--- src/rtl/sr_pkg.sv ---
// Shared constants and state encoding for the configuration
// shift-register readback and write-side blocks.
package sr_pkg;

    localparam int SR_WIDTH     = 170;
    localparam int SR_CNT_WIDTH = 8;
    localparam int SR_DIV_WIDTH = 6;

    typedef enum logic [2:0] {
        IDLE  = 3'b001,
        SHIFT = 3'b010,
        DONE  = 3'b100
    } sr_state_t;

endpackage

--- src/rtl/sr_phase_gen.sv ---
// Divided shift-clock generator: phase counter, latched divider,
// registered clk_sr_rd and a sample strobe at the end of each low phase.
module sr_phase_gen
    import sr_pkg::*;
#(
    parameter int DIV_WIDTH = SR_DIV_WIDTH
) (
    input  logic                 clk_in,
    input  logic                 rst,
    input  logic                 load,
    input  logic                 run,
    input  logic [DIV_WIDTH-1:0] div,
    output logic                 clk_sr_rd,
    output logic                 sample
);

    logic [DIV_WIDTH-1:0] div_q;
    logic [DIV_WIDTH-1:0] div_eff;
    logic [DIV_WIDTH-1:0] phase;
    logic [DIV_WIDTH-1:0] phase_nxt;
    logic [DIV_WIDTH-1:0] mask;
    logic [DIV_WIDTH-1:0] half;

    // Effective divider: 0 acts as 1; values beyond the counter width saturate.
    always_comb begin
        div_eff = div;
        if (div == '0) begin
            div_eff = DIV_WIDTH'(1);
        end else if (div > DIV_WIDTH'(DIV_WIDTH)) begin
            div_eff = DIV_WIDTH'(DIV_WIDTH);
        end
    end

    // Period mask, its top bit, next phase and the end-of-period strobe.
    always_comb begin
        mask      = ~({DIV_WIDTH{1'b1}} << div_q);
        half      = mask ^ (mask >> 1);
        phase_nxt = (phase + DIV_WIDTH'(1)) & mask;
        sample    = run && (phase == mask);
    end

    // Divider latch, phase counter and glitch-free registered shift clock.
    always_ff @(posedge clk_in or posedge rst) begin
        if (rst) begin
            div_q     <= DIV_WIDTH'(1);
            phase     <= '0;
            clk_sr_rd <= 1'b1;
        end else begin
            if (load) begin
                div_q <= div_eff;
                phase <= '0;
            end else if (run) begin
                phase <= phase_nxt;
            end
            clk_sr_rd <= run ? ~|(phase_nxt & half) : 1'b1;
        end
    end

endmodule

--- src/rtl/sr_readback_rx.sv ---
// Readback receiver: drives the divided shift clock and deserializes
// WIDTH bits MSB first, then strobes data_valid for one cycle.
module sr_readback_rx
    import sr_pkg::*;
#(
    parameter int WIDTH     = SR_WIDTH,
    parameter int CNT_WIDTH = SR_CNT_WIDTH,
    parameter int DIV_WIDTH = SR_DIV_WIDTH
) (
    input  logic                 clk_in,
    input  logic                 rst,
    input  logic                 start,
    input  logic [DIV_WIDTH-1:0] div,
    input  logic                 sr_dout,
    output logic                 clk_sr_rd,
    output logic [WIDTH-1:0]     data_out,
    output logic                 data_valid,
    output logic                 busy,
    output logic [CNT_WIDTH-1:0] bit_count
);

    sr_state_t        state;
    sr_state_t        state_nxt;
    logic             load;
    logic             run;
    logic             sample;
    logic             last;
    logic [WIDTH-1:0] shreg;
    logic [WIDTH-1:0] shreg_nxt;

    assign run        = (state == SHIFT);
    assign load       = (state == IDLE) && start;
    assign last       = sample && (bit_count == CNT_WIDTH'(WIDTH - 1));
    assign shreg_nxt  = {shreg[WIDTH-2:0], sr_dout};
    assign data_valid = (state == DONE);
    assign busy       = run || data_valid;

    sr_phase_gen #(
        .DIV_WIDTH(DIV_WIDTH)
    ) u_phase (
        .clk_in   (clk_in),
        .rst      (rst),
        .load     (load),
        .run      (run),
        .div      (div),
        .clk_sr_rd(clk_sr_rd),
        .sample   (sample)
    );

    // State register.
    always_ff @(posedge clk_in or posedge rst) begin
        if (rst) begin
            state <= IDLE;
        end else begin
            state <= state_nxt;
        end
    end

    // Next state: start only matters in IDLE; DONE lasts one cycle.
    always_comb begin
        state_nxt = state;
        unique case (state)
            IDLE:    if (start) state_nxt = SHIFT;
            SHIFT:   if (last) state_nxt = DONE;
            DONE:    state_nxt = IDLE;
            default: state_nxt = IDLE;
        endcase
    end

    // Shift register, sample counter and held output word.
    always_ff @(posedge clk_in or posedge rst) begin
        if (rst) begin
            shreg     <= '0;
            bit_count <= '0;
            data_out  <= '0;
        end else if (load) begin
            shreg     <= '0;
            bit_count <= '0;
        end else if (sample) begin
            shreg     <= shreg_nxt;
            bit_count <= bit_count + CNT_WIDTH'(1);
            if (last) begin
                data_out <= shreg_nxt;
            end
        end
    end

endmodule

--- config.mk ---
export PLATFORM = sky130hd
export DESIGN_NAME = sr_readback_rx
export DESIGN_NICKNAME = d
export VERILOG_FILES = /design/src/rtl/sr_pkg.sv /design/src/rtl/sr_phase_gen.sv /design/src/rtl/sr_readback_rx.sv
export SDC_FILE = /design/constraint.sdc
export NUM_CORES = 1
export LEC_CHECK = 0
export CAP_MARGIN = 10
export CORE_MARGIN = 4
export CORE_UTILIZATION = 40
export DETAILED_ROUTE_END_ITERATION = 8
export SLEW_MARGIN = 25
export SYNTH_ARGS = -nofsm -noshare
export SYNTH_HDL_FRONTEND = slang
export SYNTH_HIERARCHICAL = 1
export SYNTH_SLANG_ARGS = --single-unit
--- constraint.sdc ---
create_clock -name clk_in -period 26 [get_ports clk_in]
set_clock_uncertainty 0.15 [all_clocks]
set_input_delay 7.8 -clock clk_in [delete_from_list [all_inputs] [get_ports clk_in]]
set_output_delay 7.8 -clock clk_in [all_outputs]
set_load 0.03 [all_outputs]
Yosys cells after proc, flatten, opt, wreduce, memory -nomap -nowiden
Cells that the tools add are included.
{"block": "word_totals", "register_bits": 363, "latch_bits": 0, "mem_bits_rw": 0, "rom_bits": 0, "in_bits": 10, "out_inout_bits": 181, "word_cells": 46, "n_memories": 0}
{"block": "op_classes", "add_sub_neg": 2, "multipliers": 0, "div_mod_pow": 0, "n_lt_le_gt_ge": 1, "n_eq_ne": 7, "n_shift": 1, "mux": 12, "n_bitwise": 5, "reduce_logical": 11}
{"op": "2-to-1 mux 169 bit", "n": 2}
{"op": "2-to-1 mux 6 bit", "n": 4}
{"op": "2-to-1 mux 8 bit", "n": 2}
{"op": "AND 6 bit", "n": 2}
{"op": "adder 8 x 1 -> 8 bit, second input constant", "n": 1}
{"op": "== test 8 bit, second input constant", "n": 1}
{"op": "adder 6 x 1 -> 6 bit, second input constant", "n": 1}
{"op": "== test 6 bit", "n": 1}
{"op": "greater-than comparator 6 x 3 -> 1 bit, second input constant", "n": 1}
{"op": "logical NOT 6 bit", "n": 1}
{"op": "2-to-1 mux 3 bit", "n": 2}
{"op": "inverter 6 bit", "n": 1}
{"op": "case mux 3 bit (2 select lines)", "n": 1}
{"op": "OR reduction 6 bit", "n": 1}
{"op": "<< shifter 6 x 6 -> 6 bit, first input constant", "n": 1}
{"op": "bitwise XOR 6 x 5 -> 6 bit", "n": 1}
{"op": "nonzero test 2 bit", "n": 2}
{"op": "== test 3 x 1 -> 1 bit, second input constant", "n": 1}
{"op": "== test 3 x 2 -> 1 bit, second input constant", "n": 1}
{"op": "== test 3 bit, second input constant", "n": 1}
{"op": "logical AND 1 bit", "n": 3}
{"op": "AND reduction 3 bit", "n": 1}
{"op": "inequality test 2 x 1 -> 1 bit, second input constant", "n": 1}
{"op": "inequality test 2 bit, second input constant", "n": 1}
{"op": "5 further kinds", "n": 5}

Depth between registers and ports, before layout
{"block": "logic_depth", "depth_word": 7, "mapped_depth": 12, "depth_no_buf": 8}

Hierarchy
The synthesis kept the hierarchy.
{"mod": "sr_readback_rx", "instances": 1, "cells_each": 793, "area_per_inst_um2": 12792.3, "seq_area_each_um2": 8759.7}
{"mod": "sr_phase_gen", "instances": 1, "cells_each": 100, "area_per_inst_um2": 880.8, "seq_area_each_um2": 327.8}

Least setup slack after synthesis
No wires, ideal clock.
{"block": "synth_path", "kind": "register to output", "startpoint": "register state[1]", "endpoint": "output busy", "arrival_time_ns": 1.525, "t_required_ns": 18.050, "setup_slack_ns": 16.525, "path_stages_with_launch": 3, "path_buffers": 0, "cell_sequence": "dfrtp_1 > nor3b_1 > a21o_1"}
{"block": "synth_between", "elab_chain_cells": 2, "elab_cells_between_ends": 3, "cone_classes": "2 x eq/ne; 1 x reduce/logical"}
{"item": "from (decl)", "line_no": "sr_readback_rx.sv:22", "source": "sr_state_t state;"}
{"item": "from (signal assigned)", "line_no": "sr_readback_rx.sv:55", "source": "state <= state_nxt;"}
{"item": "== test 3 bit", "line_no": "sr_readback_rx.sv:35", "source": "assign data_valid = (state == DONE);"}
{"item": "named net data_valid", "line_no": "sr_readback_rx.sv:17", "source": "output logic data_valid,"}
{"item": "logical OR 1 bit", "line_no": "sr_readback_rx.sv:36", "source": "assign busy = run || data_valid;"}
{"item": "to (decl)", "line_no": "sr_readback_rx.sv:18", "source": "output logic busy,"}
The timed path passes the listed nets, and every way through them passes these cells.

Worst setup path in the final report
{"block": "layout_path", "startpoint": "input start", "endpoint": "register shreg[111]"}
{"block": "layout_between", "elab_chain_cells": 2, "elab_cells_between_ends": 3, "cone_classes": "1 x mux; 2 x reduce/logical"}
{"item": "from (decl)", "line_no": "sr_readback_rx.sv:12", "source": "input logic start,"}
{"item": "logical AND 1 bit *", "line_no": "sr_readback_rx.sv:32", "source": "assign load = (state == IDLE) && start;"}
{"item": "named net load", "line_no": "sr_readback_rx.sv:24", "source": "logic load;"}
{"item": "2-to-1 mux 169 bit / nonzero test 2 bit (equally long branches)"}
{"item": "to (signal assigned)", "line_no": "sr_readback_rx.sv:80", "source": "shreg <= shreg_nxt;"}
{"item": "to (decl)", "line_no": "sr_readback_rx.sv:28", "source": "logic [WIDTH-1:0] shreg;"}
Mark *: on every way through the listed nets, which the timed path passes. The rest lies on a longest branch.
A chain may end at the register's enable or synchronous reset.

==> impl_metrics.ini <==
[floorplan]
fp.dieArea_um2 = 37200
io_pins = 191
dieWidth_um = 192.9
fp.dieH_um = 192.9
rows = 67
core_area_um2 = 33620
initial_utilization_pct = 40.67

[setup_path]
startpoint_type = input port
crit_family = buffers and inverters
crit_arrival_ns = 10.50
worstPathRequired_ns = 26.29
crit_buf_inv = 4
worst-r2r-setup-slack_ns = 21.83
crit_chain = clkdlybuf4s50_1 -> nand4bb_1 -> inv_2 -> nor2_4 -> buf_4 -> buf_6 -> a22o_1
end_kind = register
slowest_delay_ns = 0.68
crit_path_max_fanout = 102
path_class = input port to register
crit_path_top_delay_cell = buf_6

[run_status]
outcome = finished, final reports clean

[global_route]
grt_first_pass_wirelength_um = 45420
antenna_found_initial = 0
grt_max_degree = 171
grt.total_usage_pct = 14.92
grt-ovfl-total = 0
grt_pass1_vias = 8219

[timing]
worstMarginPinSlew_ns = 0.9126
min_period_ns = 10.22
post-route-period-util_pct = 39.29
finalSetupViolCount = 0
drv_slew = 0
fin_tns_setup_ns = 0
rsz0062_at_grt = no
hold_violations = 0
timing.hold.ws_ns = 0.3355
worst_slack_ns = 15.78
clock.fmax_mhz = 97.89
maxSlewHeadroom_pct = 39.16

[placement]
port-buffer-count = 190
placed_cell_area_um2 = 15870
gp_congestion = 0.7650
place_ws_ns = 15.01
dp_hpwl_um = 16140

[synthesis]
synth-edff-count = 0
yosys-top-cells-area = dfrtp_1, a22o_1, mux2_1, mux2_2, buf_2
ys_types = 51
synthFlopType = dfrtp_1
postSynth.asyncResetShare_pct = 100.0
synth_seq_cells = 363
ys_seq_area_share_pct = 66.46
synth_nets = 907
syn_inst = 893
yosysTopAreaCellShare_pct = 65.89
synth_area_leader_cell = dfrtp_1
synth.avg_cell_area_um2 = 15.31
syn-cell-area_um2 = 13670
ys_warn_count = 6

[cells_and_area]
fin_nets = 1083
fill_cells = 2857
register_area_um2 = 9087
finalInstanceArea_um2 = 17150
syn2layout_area_growth_pct = 25.43
drive_gt1_share_pct = 14.25
multi_input_area_um2 = 4202
antenna_cells = 0

[clock_network]
cts-buffers-inserted = 39
cts.sinks = 363
ctsHoldBuffers = 0
clk_latency_ns = 0.50
postCtsResizedCells = 0
clock_tree.root_cell = clkbuf_16
clk_path_buf_depth = 3
post-cts-setup-buffer-count = 0
htree_levels = 2
path_clk_slew_ns = 0.06
cts_tree = yes

[power]
power.total_mw = 1.189
p_leak_nw = 8.329
ir_drop_v = 0.00004336
p_per_area_nw_per_um2 = 69.30

[detailed_routing]
wl_um = 27510
via_per_inst = 5.181
drtAntennaViolNets = 0
drtIter0Drc = 499
dr_total_vias = 7994
drt_pass1_iterations = 4
drc = 0
wl_per_cell_um = 17.83

[job]
drv_cap = 0

[min_path]
hold_path_class = register to register
[Yosys cell counts (2+ instances only)]
master	n
xor2_1	5
nand2_1	11
nor2_1	12
mux2_2	72
nand2b_1	2
dfstp_2	3
mux2_1	100
buf_2	31
ha_1	4
inv_1	8
buf_6	12
nor3_1	5
mux2i_1	4
or3_1	3
a21oi_1	13
dfrtp_1	360
o21ai_0	6
nand3_1	5
a22o_1	170
nor2b_1	9
and2_1	4
clkbuf_1	19
o31ai_1	3
nand4_1	2
nor4_1	4
[state kept, by name, summed over array words and instances (netlist names)]
| name | cells |
|---|---|
| u_phase/clk_sr_rd | 1 |
| bit_count | 8 |
| data_out | 170 |
| state | 3 |
| shreg | 169 |
| u_phase/phase | 6 |
| u_phase/div_q | 6 |
[worst register-to-register path, stage by stage (launching register included)]
cell and delay [ns]:
dfrtp_1 0.42, or4_4 0.62, or3_1 0.34, ha_1 0.30
nand3_1 0.08, a2111oi_2 0.24, buf_4 0.26, and2_4 0.64
buf_6 0.68, a22o_1 0.37
[cells in the final DEF, fill, tap and decap left out, types with 3 or more instances in the layout]
master,instances
a21oi_1,13
a22o_1,170
and2_1,3
buf_6,3
clkbuf_1,5
clkbuf_16,39
clkbuf_8,11
clkdlybuf4s50_1,190
clkinv_2,8
dfrtp_1,360
dfstp_2,3
ha_1,4
inv_1,7
mux2_1,100
mux2_2,72
mux2i_1,4
nand2_1,11
nand3_1,5
nor2_1,12
nor2b_1,9
nor3_1,5
nor4_1,4
o21ai_0,6
o31ai_1,3
or3_1,3
xor2_1,5
[path summary, 6_finish.rpt]
check,from,endpoint,cells past startpoint
max,start,shreg[111],7
min,data_out[35],data_out[35],1
max reg2reg,u_phase/div_q[2],shreg[71],9
min reg2reg,data_out[35],data_out[35],1
max in group asynchronous,rst,state[1],3
min in group asynchronous,rst,u_phase/phase[4],2
[logic make-up (layout without fill, tap and decap cells)]
kind of cell             count (synthesis)  in the layout  share of synthesized area (%)
AO/OA/AOI/OAI                          201            201                          12.29
multiplexers                           176            176                          14.46
adder cells (fa/ha/maj)                  5              5                         0.4393
buffers and inverters                   72            274                          2.928
XOR/XNOR                                 6              6                         0.3843
AND/OR/NAND/NOR                         70             70                          3.038
flip-flops                             363            363                          66.46
[metal layers]
metal	up-vias	share of wire, %	global-route usage (%)
met5	-	0	0
met4	0	2.1	4.388
met3	42	6.7	4.323
met2	159	45	22.15
met1	4137	46	21.41
li1	3656	-	-
[through the flow]
stage               utilization (%)  instances
finish                        51.02       1543
global route                  51.02       1543
CTS                           50.90       1542
detailed placement            47.21       1475
global placement              47.21       1475
floorplan                         -        893
[where the power goes]
group	total, mW	switching [mW]	internal, mW
combinational	0.0769	0.0592	0.0178
clock	0.530	0.214	0.316
sequential	0.582	0.0106	0.571
total	1.19	0.283	0.905
[area by class of cell]
class	instances	share of cell area [%]
clock buffers	55	6.683
clock inverters	12	0.5545
inverters	9	0.2408
multi-input cells	458	24.50
flip-flops and latches	363	52.99
well taps	448	3.268
repair buffers	198	11.77
No activity file was read; power rests on OpenSTA's default activity.
